File: config.mk
export PLATFORM = sky130hd
export DESIGN_NAME = nl_flit_sink_monitor
export DESIGN_NICKNAME = d
export VERILOG_FILES = /design/src/rtl/nl_flit_sink_monitor.sv
export SDC_FILE = /design/constraint.sdc
export NUM_CORES = 1
export LEC_CHECK = 0
export ABC_CLOCK_PERIOD_IN_PS = 20400
export CORE_UTILIZATION = 45
export CTS_BUF_LIST = sky130_fd_sc_hd__clkbuf_4 sky130_fd_sc_hd__clkbuf_8
export CTS_CLUSTER_DIAMETER = 40
export CTS_CLUSTER_SIZE = 28
export DETAILED_ROUTE_END_ITERATION = 10
export DONT_BUFFER_PORTS = 1
export GPL_TIMING_DRIVEN = 1
export PLACE_DENSITY = 0.67
export SYNTH_ARGS = -nofsm -noshare
export SYNTH_HDL_FRONTEND = slang
export SYNTH_SLANG_ARGS = --single-unit
File: constraint.sdc
create_clock -name clk -period 20.4 [get_ports clk]
set_input_delay 1.02 -clock clk [delete_from_list [all_inputs] [get_ports clk]]
set_output_delay 1.02 -clock clk [all_outputs]
set_load 0.01 [all_outputs]
File: src/rtl/nl_flit_sink_monitor.sv
// Flit sink and traffic monitor for one network exit port.
// Reassembles packets per exit VC, returns one credit per received flit, and
// collects delivery statistics once a warm-up number of packets has passed.
//
// Ports:
//   clk, rst                 clock; asynchronous active-high reset
//   flit_valid/head/tail/vc  incoming flit control
//   flit_ts/hops/dx/dy       head-only payload: injection time, hop count, destination
//   credit_out               per-VC credit pulse, one cycle after each valid flit
//   rec_count/drop_count     completed packets delivered here / misrouted
//   total_latency/total_hops saturating sums over measured packets
//   min_latency/max_latency  extremes over measured packets
//   proto_err                sticky protocol violation flag
//   meas_done                WARMUP+MEAS packets received
module nl_flit_sink_monitor #(
    parameter int unsigned NV     = 4,
    parameter int unsigned TS_W   = 16,
    parameter int unsigned HOP_W  = 4,
    parameter int unsigned XPOS   = 0,
    parameter int unsigned YPOS   = 0,
    parameter int unsigned XY_W   = 3,
    parameter int unsigned WARMUP = 16,
    parameter int unsigned MEAS   = 64
) (
    input  logic                                   clk,
    input  logic                                   rst,
    input  logic                                   flit_valid,
    input  logic                                   flit_head,
    input  logic                                   flit_tail,
    input  logic [(NV > 1 ? $clog2(NV) : 1)-1:0]   flit_vc,
    input  logic [TS_W-1:0]                        flit_ts,
    input  logic [HOP_W-1:0]                       flit_hops,
    input  logic [XY_W-1:0]                        flit_dx,
    input  logic [XY_W-1:0]                        flit_dy,
    output logic [NV-1:0]                          credit_out,
    output logic [31:0]                            rec_count,
    output logic [31:0]                            drop_count,
    output logic [31:0]                            total_latency,
    output logic [31:0]                            total_hops,
    output logic [TS_W-1:0]                        min_latency,
    output logic [TS_W-1:0]                        max_latency,
    output logic                                   proto_err,
    output logic                                   meas_done
);

    localparam logic [XY_W-1:0] XposV   = XY_W'(XPOS);
    localparam logic [XY_W-1:0] YposV   = XY_W'(YPOS);
    localparam logic [32:0]     WarmCnt = 33'(WARMUP);
    localparam logic [32:0]     DoneCnt = 33'(WARMUP) + 33'(MEAS);

    typedef enum logic [1:0] {StIdle, StRecv, StDrop} vc_state_e;

    vc_state_e        state_q [NV];
    vc_state_e        state_d [NV];
    logic [TS_W-1:0]  ts_q    [NV];
    logic [TS_W-1:0]  ts_d    [NV];
    logic [HOP_W-1:0] hops_q  [NV];
    logic [HOP_W-1:0] hops_d  [NV];

    logic [TS_W-1:0]  sys_time_q;
    logic [NV-1:0]    credit_q, credit_d;
    logic [31:0]      rec_count_q, rec_count_d;
    logic [31:0]      drop_count_q, drop_count_d;
    logic [31:0]      total_latency_q, total_latency_d;
    logic [31:0]      total_hops_q, total_hops_d;
    logic [TS_W-1:0]  min_latency_q, min_latency_d;
    logic [TS_W-1:0]  max_latency_q, max_latency_d;
    logic             proto_err_q, proto_err_d;
    logic             meas_done_q, meas_done_d;

    // Packet completion this cycle and the head fields it carries.
    logic             dest_match;
    logic             cmp_rx;
    logic             cmp_drop;
    logic [TS_W-1:0]  cmp_ts;
    logic [HOP_W-1:0] cmp_hops;
    logic [TS_W-1:0]  cmp_lat;
    logic [32:0]      lat_sum;
    logic [32:0]      hop_sum;

    // Per-VC reassembly.
    always_comb begin
        state_d     = state_q;
        ts_d        = ts_q;
        hops_d      = hops_q;
        proto_err_d = proto_err_q;
        cmp_rx      = 1'b0;
        cmp_drop    = 1'b0;
        cmp_ts      = ts_q[flit_vc];
        cmp_hops    = hops_q[flit_vc];
        dest_match  = (flit_dx == XposV) && (flit_dy == YposV);
        credit_d    = '0;
        if (flit_valid) begin
            credit_d[flit_vc] = 1'b1;
            if (flit_head) begin
                // A head mid-packet abandons the open packet and restarts.
                if (state_q[flit_vc] != StIdle) begin
                    proto_err_d = 1'b1;
                end
                if (flit_tail) begin
                    state_d[flit_vc] = StIdle;
                    cmp_rx           = dest_match;
                    cmp_drop         = !dest_match;
                    cmp_ts           = flit_ts;
                    cmp_hops         = flit_hops;
                end else begin
                    state_d[flit_vc] = dest_match ? StRecv : StDrop;
                    ts_d[flit_vc]    = flit_ts;
                    hops_d[flit_vc]  = flit_hops;
                end
            end else begin
                unique case (state_q[flit_vc])
                    StIdle: proto_err_d = 1'b1;
                    StRecv: begin
                        if (flit_tail) begin
                            state_d[flit_vc] = StIdle;
                            cmp_rx           = 1'b1;
                        end
                    end
                    StDrop: begin
                        if (flit_tail) begin
                            state_d[flit_vc] = StIdle;
                            cmp_drop         = 1'b1;
                        end
                    end
                    default: state_d[flit_vc] = StIdle;
                endcase
            end
        end
    end

    // Counters and statistics.
    always_comb begin
        cmp_lat         = sys_time_q - cmp_ts;
        lat_sum         = {1'b0, total_latency_q} + 33'(cmp_lat);
        hop_sum         = {1'b0, total_hops_q} + 33'(cmp_hops);
        rec_count_d     = rec_count_q;
        drop_count_d    = drop_count_q;
        total_latency_d = total_latency_q;
        total_hops_d    = total_hops_q;
        min_latency_d   = min_latency_q;
        max_latency_d   = max_latency_q;
        if (cmp_drop) begin
            drop_count_d = drop_count_q + 32'd1;
        end
        if (cmp_rx) begin
            rec_count_d = rec_count_q + 32'd1;
            // Measured once this packet's ordinal exceeds the warm-up count.
            if ({1'b0, rec_count_q} + 33'd1 > WarmCnt) begin
                total_latency_d = lat_sum[32] ? '1 : lat_sum[31:0];
                total_hops_d    = hop_sum[32] ? '1 : hop_sum[31:0];
                if (cmp_lat < min_latency_q) begin
                    min_latency_d = cmp_lat;
                end
                if (cmp_lat > max_latency_q) begin
                    max_latency_d = cmp_lat;
                end
            end
        end
        meas_done_d = meas_done_q || ({1'b0, rec_count_d} >= DoneCnt);
    end

    always_ff @(posedge clk or posedge rst) begin
        if (rst) begin
            for (int i = 0; i < int'(NV); i++) begin
                state_q[i] <= StIdle;
                ts_q[i]    <= '0;
                hops_q[i]  <= '0;
            end
            sys_time_q      <= '0;
            credit_q        <= '0;
            rec_count_q     <= '0;
            drop_count_q    <= '0;
            total_latency_q <= '0;
            total_hops_q    <= '0;
            min_latency_q   <= '1;
            max_latency_q   <= '0;
            proto_err_q     <= 1'b0;
            meas_done_q     <= 1'b0;
        end else begin
            state_q         <= state_d;
            ts_q            <= ts_d;
            hops_q          <= hops_d;
            sys_time_q      <= sys_time_q + 1'b1;
            credit_q        <= credit_d;
            rec_count_q     <= rec_count_d;
            drop_count_q    <= drop_count_d;
            total_latency_q <= total_latency_d;
            total_hops_q    <= total_hops_d;
            min_latency_q   <= min_latency_d;
            max_latency_q   <= max_latency_d;
            proto_err_q     <= proto_err_d;
            meas_done_q     <= meas_done_d;
        end
    end

    assign credit_out    = credit_q;
    assign rec_count     = rec_count_q;
    assign drop_count    = drop_count_q;
    assign total_latency = total_latency_q;
    assign total_hops    = total_hops_q;
    assign min_latency   = min_latency_q;
    assign max_latency   = max_latency_q;
    assign proto_err     = proto_err_q;
    assign meas_done     = meas_done_q;

endmodule

==> results of run 1 <==
-- layer usage --
metal,wire (um),up-vias,track usage (%)
met5,0,-,0
met4,694,0,6.612
li1,-,5030,-
met3,2492,49,6.115
met2,16020,253,32.48
met1,15680,5268,27.23
-- where the power goes --
group | leakage (nW) | internal [mW] | switching (mW)
Sequential | 3.53 | 0.580 | 0.0301
Clock | 0.493 | 0.272 | 0.245
Combinational | 3.36 | 0.135 | 0.148
Total | 7.38 | 0.987 | 0.423
-- sequential cells by signal (all words and copies together) (netlist names) --
register,count
sys_time_q,16
drop_count,32
meas_done,1
credit_out,4
state_q,8
total_latency,32
ts_q,64
rec_count,32
total_hops,32
min_latency,16
hops_q,16
max_latency,16
proto_err,1
-- cells in the final DEF (no fill, tap or decap), types with 39 or more instances in the layout --
| master | instances |
|---|---|
| nand3_1 | 56 |
| nand2_1 | 98 |
| ha_1 | 75 |
| mux2_2 | 140 |
| nor2_1 | 89 |
| xnor2_1 | 80 |
| a21oi_1 | 52 |
| a31oi_1 | 39 |
| clkbuf_8 | 47 |
| inv_1 | 55 |
| dfrtp_1 | 254 |
-- final cells by class --
| cell class | instances | area [sq um] |
|---|---|---|
| Multi-Input combinational cell | 1006 | 7865 |
| Clock buffer | 52 | 684.4 |
| Fill cell | 2988 | 16270 |
| Timing Repair Buffer | 8 | 60.06 |
| Inverter | 57 | 221.5 |
| Sequential cell | 270 | 6777 |
| Tap cell | 442 | 553.0 |
| Clock inverter | 26 | 272.8 |
-- worst paths after layout --
path                                endpoint  slack (ns)  cells past startpoint
setup / recovery           total_latency[17]       14.17                     18
hold / removal                drop_count[27]        0.48                      1
setup reg to reg           total_latency[17]       14.27                     17
hold reg to reg                sys_time_q[0]        0.48                      1
max in group asynchronous           ts_q[38]       18.41                      2
min in group clk               sys_time_q[0]        0.48                      1
-- logic make-up (layout without fill, tap and decap cells) --
kind of cell / after synthesis / in the layout / share of synthesized area (%)
XOR/XNOR: 108 / 108 / 6.278
AO/OA/AOI/OAI: 196 / 196 / 8.511
multiplexers: 189 / 189 / 15.64
adder cells (fa/ha/maj): 78 / 78 / 6.626
buffers and inverters: 109 / 143 / 2.956
AND/OR/NAND/NOR: 435 / 435 / 15.02
flip-flops: 270 / 270 / 44.97
-- metrics by stage --
step | hold slack (ns) | instance area [sq um] | instances
global placement | 0.4658 | 15480 | 1783
global route | 0.4553 | 16430 | 1861
floorplan | 0.4419 | 15070 | 1385
finish | 0.4772 | 16430 | 1861
CTS | 0.4444 | 16430 | 1861
detailed placement | 0.4798 | 15480 | 1783
==> flow_summary.json, run 1 <==
{
  "hold_buffers": 0,
  "synth_area_per_cell_sq_um": 10.88,
  "grt_usage_pct": 20.65,
  "p_per_area_nw_per_um2": 85.79,
  "start_kind": "primary input",
  "synth_top_area_cell": "dfrtp_1",
  "seq_area_frac_synth_pct": 44.97,
  "avgRoutedWirePerCell_um": 18.75,
  "vdd_ir_drop_max_mv": 0.07474,
  "yosysMostFrequentCell": "dfrtp_1",
  "synth.net_count": 1496,
  "syn_inst": 1385,
  "crit_path_max_fanout": 20,
  "die-height_um": 185.0,
  "drt_iter0_drc": 512,
  "cpPeakStageDelay_ns": 0.63,
  "core_area_sq_um": 32700,
  "synth_ff_type": "dfrtp_1",
  "startpoint": "flit_head",
  "port_buffers": 0,
  "synth_top_area_share_pct": 42.18,
  "start_util_pct": 46.08,
  "hpwl_mm": 24.69,
  "worst_hold_path_type": "primary input to asynchronous set/reset pin",
  "dieArea_sq_um": 34220,
  "tightest_slew_ns": 1.057,
  "diodes": 0,
  "pin_count": 199,
  "fp-row-count": 66,
  "ant_nets": 0,
  "grt_max_degree": 136,
  "cts_resized": 0,
  "rsz0062_at_grt": "no",
  "fin_tns_setup_ns": 0,
  "fin_util_pct": 50.25,
  "critPathSlowestCell": "a2111oi_0",
  "grt-ovfl-total": 0,
  "insertion_delay_ns": 0.61,
  "synth_area_sq_um": 15070,
  "cp.required_ns": 20.87,
  "vias_per_cell": 5.696,
  "drtPass1Iterations": 6,
  "final_nets": 1496,
  "antenna_found_initial": 1,
  "crit_chain": "nand3_1, buf_4, mux2i_1, ha_1, nor2b_1, o2111ai_1, a41oi_1, nor4_1, nor4_1, a2111oi_0, a21oi_1, xnor2_1, ha_1, and4_1, a221o_1, nand3_1, and2_0, a31oi_1",
  "synth_edf_count": 0,
  "htreeDepth": 2,
  "synthArstFlopShare_pct": 100.0,
  "finalCritPeriodShare_pct": 30.54,
  "drc": 0,
  "end_kind": "flip-flop",
  "drt-total-wl_mm": 34.89,
  "ys_seq_elements": 270,
  "skew_ns": 0.02238,
  "cp.arrival_ns": 6.70,
  "cap_violations": 0,
  "vias": 10600,
  "grt_pass1_wl_mm": 56.04,
  "cts_tree": "done",
  "final-hold-violation-count": 0,
  "regToRegStartpoint": "ts_q[17]",
  "max_freq_mhz": 160.5,
  "yosys_warnings": 0,
  "place_congestion": 0.8935,
  "crit_buf_inv": 1,
  "fin_ws_ns": 14.17,
  "clkSlewWorstSetupHoldPaths_ns": 0.08,
  "synth.area.top_cells": "dfrtp_1, mux2_2, ha_1",
  "post_cts_buffers": 0,
  "ys_types": 72,
  "cts.sinks": 270,
  "path_class": "primary input to flip-flop",
  "slew_violations": 0,
  "pre_cts_ws_ns": 13.56,
  "cts_max_path_buffers": 3,
  "slew_headroom_pct": 29.56,
  "crit_family": "simple AND/OR/NAND/NOR gates",
  "drive_gt1_share_pct": 20.23,
  "grt_pass1_vias": 10628,
  "setup_viol": 0,
  "clockRootBuffer": "clkbuf_8",
  "synthTopCellsByCount": "dfrtp_1, mux2_2, nand2_1, nor2_1, xnor2_1",
  "area_growth_pct": 9.059,
  "status": "finished clean",
  "cts-buffers-inserted": 42,
  "period_needed_ns": 6.231,
  "die_x_um": 185.0,
  "p_total_mw": 1.410,
  "power_leakage_nw": 7.384
}
Power figures use the tool's default switching activity.
==> run 2: changes to the inputs <==
--- a/config.mk
+++ b/config.mk
@@ -5,7 +5,7 @@
 export SDC_FILE = /design/constraint.sdc
 export NUM_CORES = 1
 export LEC_CHECK = 0
-export ABC_CLOCK_PERIOD_IN_PS = 20400
+export ABC_CLOCK_PERIOD_IN_PS = 5700
 export CORE_UTILIZATION = 45
 export CTS_BUF_LIST = sky130_fd_sc_hd__clkbuf_4 sky130_fd_sc_hd__clkbuf_8
 export CTS_CLUSTER_DIAMETER = 40
@@ -13,7 +13,7 @@
 export DETAILED_ROUTE_END_ITERATION = 10
 export DONT_BUFFER_PORTS = 1
 export GPL_TIMING_DRIVEN = 1
-export PLACE_DENSITY = 0.67
+export PLACE_DENSITY = 0.69
 export SYNTH_ARGS = -nofsm -noshare
 export SYNTH_HDL_FRONTEND = slang
 export SYNTH_SLANG_ARGS = --single-unit
==> constraint.sdc (replaced) <==
create_clock -name clk -period 5.7 [get_ports clk]
set_input_delay 0.285 -clock clk [delete_from_list [all_inputs] [get_ports clk]]
set_output_delay 0.285 -clock clk [all_outputs]
set_load 0.01 [all_outputs]
==> run 2 against run 1 <==
  * First-iteration DRC count grew 8.0%
  * Register-to-register slack lost 14 ns
  * Sequential share of layout area shrank 1.1 points
  * Total power grew to 3.7 times the previous value
  * Count of clock-buffer cells in the layout is the same
  * Cell count grew 2.1%
  * Non-clock buffer count grew 34
  * Setup slack lost 14 ns
==> flow_summary.json, run 2 (synthesis results as in run 1) <==
{
  "diodes": 0,
  "critPathSlowestCell": "or4_1",
  "core_area_sq_um": 32700,
  "final_common_cell": "dfrtp_1",
  "start_util_pct": 46.08,
  "fin_cells": 1900,
  "crit_top_cell": "a21oi_1",
  "period_needed_ns": 5.394,
  "insertion_delay_ns": 0.59,
  "dpl_cell_area_sq_um": 15540,
  "pin_count": 199,
  "ant_nets": 0,
  "largest_reg_flops": 64,
  "final-hold-violation-count": 0,
  "p_per_area_nw_per_um2": 309.6,
  "grt_max_degree": 168,
  "crit_buf_inv": 1,
  "hpwl_mm": 25.09,
  "vias": 10885,
  "drc": 0,
  "skew_ns": 0.03127,
  "dpl.cell_count": 1789,
  "path_class": "flip-flop to flip-flop",
  "cpPeakStageDelay_ns": 0.52,
  "antenna_found_initial": 0,
  "die_x_um": 185.0,
  "status": "finished clean",
  "wl_met3_mm": 2.661,
  "end_kind": "flip-flop",
  "setup_viol": 0,
  "start_kind": "flip-flop",
  "vdd_ir_drop_max_mv": 0.2152,
  "finalCritPeriodShare_pct": 94.63,
  "area_growth_pct": 12.15,
  "cap_violations": 0,
  "maxUsedRoutingLayer": "met4",
  "largest-register": "ts_q",
  "vias_per_cell": 5.729,
  "grt_pass1_wl_mm": 58.08,
  "avgRoutedWirePerCell_um": 19.08,
  "power_leakage_nw": 7.550,
  "clkSlewWorstSetupHoldPaths_ns": 0.08,
  "cp.required_ns": 6.13,
  "fin_tns_setup_ns": 0,
  "cts-buffers-inserted": 45,
  "slew_headroom_pct": 27.62,
  "crit_chain": "mux4_2, mux2_2, ha_1, inv_1, fa_1, nand3_1, a21oi_1, o31a_1, nor4_1, or4_1, nand3_1, nor2_1, xnor2_1, ha_1, a21oi_1, nor2b_1, o21ai_0, nand2b_1, a221oi_2, nor3_1, a21o_1, a21oi_1, a31oi_1",
  "design_area_sq_um": 16900,
  "most-common-layout-cells": "dfrtp_1, mux2_2, nand2_1",
  "grt_usage_pct": 21.40,
  "worst_hold_path_type": "primary input to flip-flop",
  "place_congestion": 0.8429,
  "clockRootBuffer": "clkbuf_8",
  "dr_wl_met2_mm": 16.68,
  "port_buffers": 0,
  "fp-row-count": 66,
  "cp.arrival_ns": 5.83,
  "crit_family": "compound AO/OA/AOI/OAI gates",
  "slew_violations": 0,
  "cts_max_path_buffers": 3,
  "max_freq_mhz": 185.4,
  "htreeDepth": 2,
  "cts_tree": "done",
  "crit_path_max_fanout": 6,
  "drt-total-wl_mm": 36.26,
  "cts.sinks": 270,
  "grt-ovfl-total": 0,
  "fin_hold_ws_ns": 0.1219,
  "drt_iter0_drc": 553,
  "drive_gt1_share_pct": 20.99,
  "grt_pass1_vias": 10805,
  "drtPass1Iterations": 5,
  "final_nets": 1533,
  "dieArea_sq_um": 34220,
  "die-height_um": 185.0,
  "tightest_slew_ns": 1.086,
  "m1WireLength_mm": 16.29
}
run 2: path summary, 6_finish.rpt:
kind	startpoint	end	slack, ns	cells past startpoint
worst max-delay path	ts_q[0]	total_latency[29]	0.31	23
worst min-delay path	flit_tail	rec_count[10]	0.12	3
worst max register to register	ts_q[0]	total_latency[29]	0.31	23
worst min register to register	sys_time_q[0]	sys_time_q[0]	0.48	1
max in group asynchronous	rst	total_hops[4]	4.00	4
min in group asynchronous	rst	ts_q[26]	0.36	3
run 2: cell type report:
type	count	area, sq um
Multi-Input combinational cell	1006	7910
Clock inverter	31	326.6
Sequential cell	270	6777
Fill cell	2903	15800
Inverter	57	217.7
Tap cell	442	553.0
Timing Repair Buffer	42	405.4
Clock buffer	52	709.4
run 2: worst min-delay path, cell delays in order:
cell and delay (ns):
nand2_1 0.12, a2111oi_2 0.10, xor2_1 0.13
run 2: metrics by stage:
stage,setup WS [ns],power [mW],util (%)
final,0.3059,5.232,51.68
after global placement,0.2879,3.217,47.53
after global routing,-0.02435,5.532,51.68
after CTS,0.1600,5.270,51.49
after floorplan,0.1213,2.994,-
after detailed placement,0.2286,3.270,47.53
run 2: what timing repair did:
action | in CTS | in global routing
hold buffers | 26 | 0
setup buffers | 0 | 2
endpoints found under the setup margin | 0 | 47
resized for setup | 0 | 7
endpoints found under the hold margin | 130 | 0
run 2: metal layers:
| layer | up-vias | global-route usage [%] |
|---|---|---|
| li1 | 5120 | - |
| met1 | 5452 | 28.51 |
| met2 | 263 | 33.79 |
| met3 | 50 | 6.370 |
| met4 | 0 | 5.719 |
| met5 | - | 0 |
run 2: power by group:
group | switching (mW) | total, mW | internal [mW]
sequential | 0.107 | 2.18 | 2.08
clock | 0.897 | 1.95 | 1.05
combinational | 0.571 | 1.10 | 0.527
